File: config.mk
export PLATFORM = sky130hd
export DESIGN_NAME = decode
export DESIGN_NICKNAME = d
export VERILOG_FILES = /design/src/rtl/decode.sv
export SDC_FILE = /design/constraint.sdc
export NUM_CORES = 2
export LEC_CHECK = 0
export ABC_AREA = 1
export CAP_MARGIN = 20
export CELL_PAD_IN_SITES_DETAIL_PLACEMENT = 0
export CELL_PAD_IN_SITES_GLOBAL_PLACEMENT = 1
export CORE_MARGIN = 8
export CORE_UTILIZATION = 49
export DETAILED_ROUTE_END_ITERATION = 10
export PLACE_DENSITY = 0.89
export SETUP_SLACK_MARGIN = 0.4
export SYNTH_ARGS = -nofsm -noshare
export SYNTH_HDL_FRONTEND = slang
export SYNTH_SLANG_ARGS = --single-unit
File: constraint.sdc
create_clock -name clk -period 6 [get_ports clk]
set_input_delay 0.9 -clock clk [delete_from_list [all_inputs] [get_ports clk]]
set_output_delay 0.9 -clock clk [all_outputs]
set_load 0.05 [all_outputs]
File: src/rtl/decode.sv
// ID stage of a 5-stage MIPS pipeline: register file with write-before-read bypass,
// main control decode and the ID/EX pipeline register.
`timescale 1ns/1ps
module decode (
    input  logic        clk,
    input  logic        rst,
    input  logic [31:0] if_id_instr,
    input  logic [31:0] if_id_npc,
    input  logic        mem_wb_reg_write,
    input  logic [4:0]  mem_wb_write_reg,
    input  logic [31:0] mem_wb_write_data,
    output logic [1:0]  id_ex_wb,
    output logic [2:0]  id_ex_m,
    output logic [3:0]  id_ex_ex,
    output logic [31:0] id_ex_npc,
    output logic [31:0] id_ex_readdat1,
    output logic [31:0] id_ex_readdat2,
    output logic [31:0] id_ex_sign_ext,
    output logic [4:0]  id_ex_instr_2016,
    output logic [4:0]  id_ex_instr_1511
);
    logic [31:0] r_regs [32];

    logic [5:0]  w_op;
    logic [4:0]  w_rs;
    logic [4:0]  w_rt;
    logic        w_wr_en;
    logic [31:0] w_rd1;
    logic [31:0] w_rd2;
    logic [1:0]  w_wb;
    logic [2:0]  w_m;
    logic [3:0]  w_ex;

    assign w_op    = if_id_instr[31:26];
    assign w_rs    = if_id_instr[25:21];
    assign w_rt    = if_id_instr[20:16];
    assign w_wr_en = mem_wb_reg_write && (mem_wb_write_reg != 5'd0);

    // A same-cycle writeback to the read index wins over the stored value.
    always_comb begin
        w_rd1 = r_regs[w_rs];
        w_rd2 = r_regs[w_rt];
        if (w_wr_en && (mem_wb_write_reg == w_rs)) w_rd1 = mem_wb_write_data;
        if (w_wr_en && (mem_wb_write_reg == w_rt)) w_rd2 = mem_wb_write_data;
        if (w_rs == 5'd0) w_rd1 = 32'd0;
        if (w_rt == 5'd0) w_rd2 = 32'd0;
    end

    always_comb begin
        w_wb = 2'b00;
        w_m  = 3'b000;
        w_ex = 4'b0000;
        case (w_op)
            6'h00: begin w_wb = 2'b10; w_m = 3'b000; w_ex = 4'b1100; end
            6'h23: begin w_wb = 2'b11; w_m = 3'b010; w_ex = 4'b0001; end
            6'h2B: begin w_wb = 2'b00; w_m = 3'b001; w_ex = 4'b0001; end
            6'h04: begin w_wb = 2'b00; w_m = 3'b100; w_ex = 4'b0010; end
            default: begin w_wb = 2'b00; w_m = 3'b000; w_ex = 4'b0000; end
        endcase
    end

    // Reset outranks a simultaneous writeback, so that write is dropped.
    always_ff @(posedge clk) begin
        if (rst) begin
            for (int i = 0; i < 32; i++) r_regs[i] <= 32'd0;
            id_ex_wb         <= 2'b00;
            id_ex_m          <= 3'b000;
            id_ex_ex         <= 4'b0000;
            id_ex_npc        <= 32'd0;
            id_ex_readdat1   <= 32'd0;
            id_ex_readdat2   <= 32'd0;
            id_ex_sign_ext   <= 32'd0;
            id_ex_instr_2016 <= 5'd0;
            id_ex_instr_1511 <= 5'd0;
        end else begin
            if (w_wr_en) r_regs[mem_wb_write_reg] <= mem_wb_write_data;
            id_ex_wb         <= w_wb;
            id_ex_m          <= w_m;
            id_ex_ex         <= w_ex;
            id_ex_npc        <= if_id_npc;
            id_ex_readdat1   <= w_rd1;
            id_ex_readdat2   <= w_rd2;
            id_ex_sign_ext   <= {{16{if_id_instr[15]}}, if_id_instr[15:0]};
            id_ex_instr_2016 <= w_rt;
            id_ex_instr_1511 <= if_id_instr[15:11];
        end
    end
endmodule
# After elaboration in Yosys (flattened, before gate mapping)
# Memories as Yosys holds them, arrays and structs flattened. A register that Yosys moved wholly into a read port is not among the register bits.
# Cells that the tools add are included.
word_totals:
  regBits: 67
  n_memories: 1
  ramBits: 1024
  in_bits: 104
classes:
  eq_ne: 3
  reduce_logical: 9
  muxes: 11
memory_table:
  columns: ["memory", "depth", "width", "rd", "rd_ports_with_merged_regs", "wr", "line_no", "text"]
  rows:
  - ["r_regs", 32, 32, 2, 2, 32, "22", "logic [31:0] r_regs [32];"]
op_table:
  columns: ["op", "n"]
  rows:
  - ["$mux 32", 1]
  - ["$reduce_or 32->1", 1]
  - ["$eq 6x6->1 const B", 2]
  - ["$pmux 4 s3", 1]
  - ["$logic_not 5->1", 2]
  - ["$pmux 3 s3", 1]
  - ["$eq 6x3->1 const B", 1]
  - ["$logic_not 6->1", 1]
  - ["$mux 1", 6]
  - ["$reduce_or 2->1", 3]
  - ["$mux 5", 1]
  - ["$reduce_bool 5->1", 1]
  - ["$pmux 2 s2", 1]
  - ["$logic_and 1x1->1", 1]

# Longest topological paths before layout
logic_depth:
  word_depth: 7
  depth_mapped: 12

# Worst setup path after synthesis
# OpenSTA, ideal clock, no wires.
synth_timing:
  path_kind: "input -> register"
  startpoint: "input port mem_wb_write_reg[2]"
  endpoint: "memory r_regs[10][0] (enable)"
  slack_ns: 2.939
  cell_stages: 8
  t_arrival_ns: 2.671
  path_buffers: 2
  required_ns: 5.611
  path_cell_list: "clkbuf_2 inv_1 nand3_1 o21ai_1 nor2_1 nand2_1 buf_2 nand2_1"
synth_lines:
  columns: ["item", "line_no", "text"]
  rows:
  - ["start: declaration", "10", "input logic [4:0] mem_wb_write_reg,"]
  - ["end: declaration", "22", null]

==> impl_metrics.toml <==
[outcome]
outcome = "finished, final reports clean"

[cells_and_area]
nFillCells = 11631
multi_input_area_um2 = 23800
final_common_cell = "nand2_1"
post-route-util_pct = 55.3
final_nets = 8388
area.growth.synth_to_final_pct = 12.1
layout-drive-gt1-share_pct = 4.80
layout_common_cells = "nand2_1 (2675), nor2_1 (1517), nand3_1 (1182)"
seq_area_um2 = 33200

[worst_hold_path]
hp-class = "primary input to flop"

[detailed_routing]
ant_nets = 0
dr.pass1.iters = 9
vias = 58402
via_per_inst = 5.81
wl_per_cell_um = 24.0
initialDrtViolationCount = 9139
remaining_drc_errors = 0
drt_wl_total_um = 241000

[worst_setup_path]
critPathSlowestCell = "nand2_2"
crit_path_start_kind = "primary input"
cp_slowest_stage_delay_ns = 0.84
r2r_slack_ns = 4.06
crit_type = "primary input to flop"
critPathMaxFanout = 33
critPathArrivalTime_ns = 4.13
end_kind = "flop"
crit_chain = "clkdlybuf4s50_1 -> inv_1 -> nand3_1 -> o21ai_1 -> inv_2 -> nand3_1 -> inv_2 -> nand2_2 -> buf_4 -> nand2_2"
required_ns = 6.35

[global_route]
grt_overflow = 0
grt_usage_pct = 32.8
grt_pass1_vias = 53677
grt_pass1_wl_um = 348000
grt_start_max_net_pins = 203
antenna_found_initial = 10

[sta]
slew_violations = 0
rsz0062_at_grt = "no"
hold_viol = 0
worst_pin_slew_ns = 1.13
setup_viol = 0
fin_setup_tns_ns = 0
period_needed_ns = 3.78
relSlewSlack_pct = 24.7
fmax_ghz = 0.265
clock_skew_ns = 0.0358
layout_worst_path_cycle_share_pct = 63.0
worst_slack_ns = 2.22

[placement]
place_congestion = 0.937
dp_hpwl_um = 139000
portBuffers = 250
dp_slack_ns = 1.65

[synthesis]
mappedNetlistArea_um2 = 62900
yosys.area_share.simple_pct = 34.8
synth_xor_area_share_pct = 0.0835
syn_inst = 8392
synthDistinctLibCells = 26
synth-compound-area-share_pct = 2.55
synth_top_family_by_area = "simple AND/OR/NAND/NOR gates"
syn_area_per_cell_um2 = 7.50
ys_seq_elements = 1148
synthesis.yosys.warnings = 0
synth_fa_ha_area_share_pct = 0
yosysSeqAreaShare_pct = 52.8
yosys-mux-area-fraction_pct = 0

[cts]
cts_max_level = 3
cts_buffers = 121
clockBufferDepth = 3
worstSkewPairLatency_ns = 0.76
ctsResizeCount = 0
ctsHoldBuffers = 0
cts_setup_buffers = 0
clk_pin_slew_worst_paths_ns = 0.06
cts_num_sinks = 1148
cts_tree = "done"
cts_root_buf = "clkbuf_16"

[die]
initial_core_util_pct = 49.3
core.rowCount = 131
fp.dieW_um = 374
die_area_um2 = 140000
num_io_pins = 251
design.core.area_um2 = 128000
die_height_um = 374

[pwr]
power_w = 0.0201
p_leak_nw = 31.7
p_per_area_nw_per_um2 = 285
peakVddDrop_mv = 0.240

[run]
maxCapViolations = 0
[path summary, 6_finish.rpt]
path / startpoint / to / cells past startpoint
worst max-delay path: mem_wb_write_reg[4] / r_regs[3][3] / 10
worst min-delay path: rst / id_ex_npc[20] / 2
worst max register to register: r_regs[4][28] / id_ex_readdat2[28] / 8
worst min register to register: r_regs[28][0] / id_ex_readdat1[0] / 8
[Yosys cell counts]
library cell	instances	area share [%]
or2_2	1	0.0099
nor4_1	2	0.020
clkbuf_1	291	1.7
buf_1	81	0.48
buf_2	266	2.1
nand4_1	4	0.040
xnor2_1	4	0.056
nand3_1	1182	9.4
inv_2	7	0.042
conb_1	1	0.0060
a21oi_1	130	1.0
nor2_1	1520	9.1
xor2_1	2	0.028
or2_1	1	0.0099
o21ai_1	1	0.0079
buf_4	24	0.29
nand2_1	2713	16
o21ai_0	92	0.73
clkbuf_2	1	0.0079
dfxtp_1	124	3.9
a41oi_2	1	0.026
nor3_2	2	0.032
nor3_1	7	0.056
inv_1	848	5.1
edfxtp_1	1024	49
o211ai_1	63	0.75
[critical path, delay by kind of cell]
family / cells / cell delay, ns
buffers and inverters: 5 / 1.83
and+or+nand+nor: 4 / 1.27
AOI/OAI and AO/OA: 1 / 0.11
[sequential cells by signal (all words and copies together) (netlist names), 3 cells and up]
register,cells
r_regs,1024
id_ex_npc,32
id_ex_readdat1,32
id_ex_readdat2,32
id_ex_sign_ext,16
id_ex_instr_2016,5
id_ex_ex,3
[cell type report]
cell class	count	area share [%]
Clock buffer	170	4.90
Inverter	855	4.59
Timing Repair Buffer	401	5.81
Sequential cell	1148	47.1
Multi-Input combinational cell	5757	33.8
Tap cell	1662	2.95
Clock inverter	61	0.818
Antenna cell	4	0.0142
[power by group]
part	total, W	internal [W]	switching (W)
combinational	0.00300	0.000773	0.00223
sequential	0.00937	0.00915	0.000222
clock	0.00770	0.00443	0.00327
total	0.0201	0.0144	0.00572
[kinds of logic after synthesis]
| logic type | count (synthesis) |
|---|---|
| compound gates | 287 |
| buf+inv | 1518 |
| flops | 1148 |
| simple gates | 5432 |
| other cells | 1 |
| xor+xnor | 6 |
[per-layer routing]
metal | GRT usage [%] | up-vias | routed length, um
li1 | - | 26190 | -
met4 | 14.3 | 8 | 11500
met5 | 0 | - | 42
met1 | 43.5 | 27383 | 89400
met2 | 50.2 | 4129 | 105000
met3 | 9.36 | 692 | 35200
[metrics by stage]
stage | instances | area (um2) | hold slack [ns]
floorplan | 8423 | 63000 | 0.720
global placement | 9811 | 66200 | 0.817
detailed placement | 9816 | 66300 | 0.829
CTS | 10047 | 70300 | 0.559
global route | 10054 | 70500 | 0.596
finish | 10058 | 70500 | 0.618
Power figures use the tool's default switching activity.
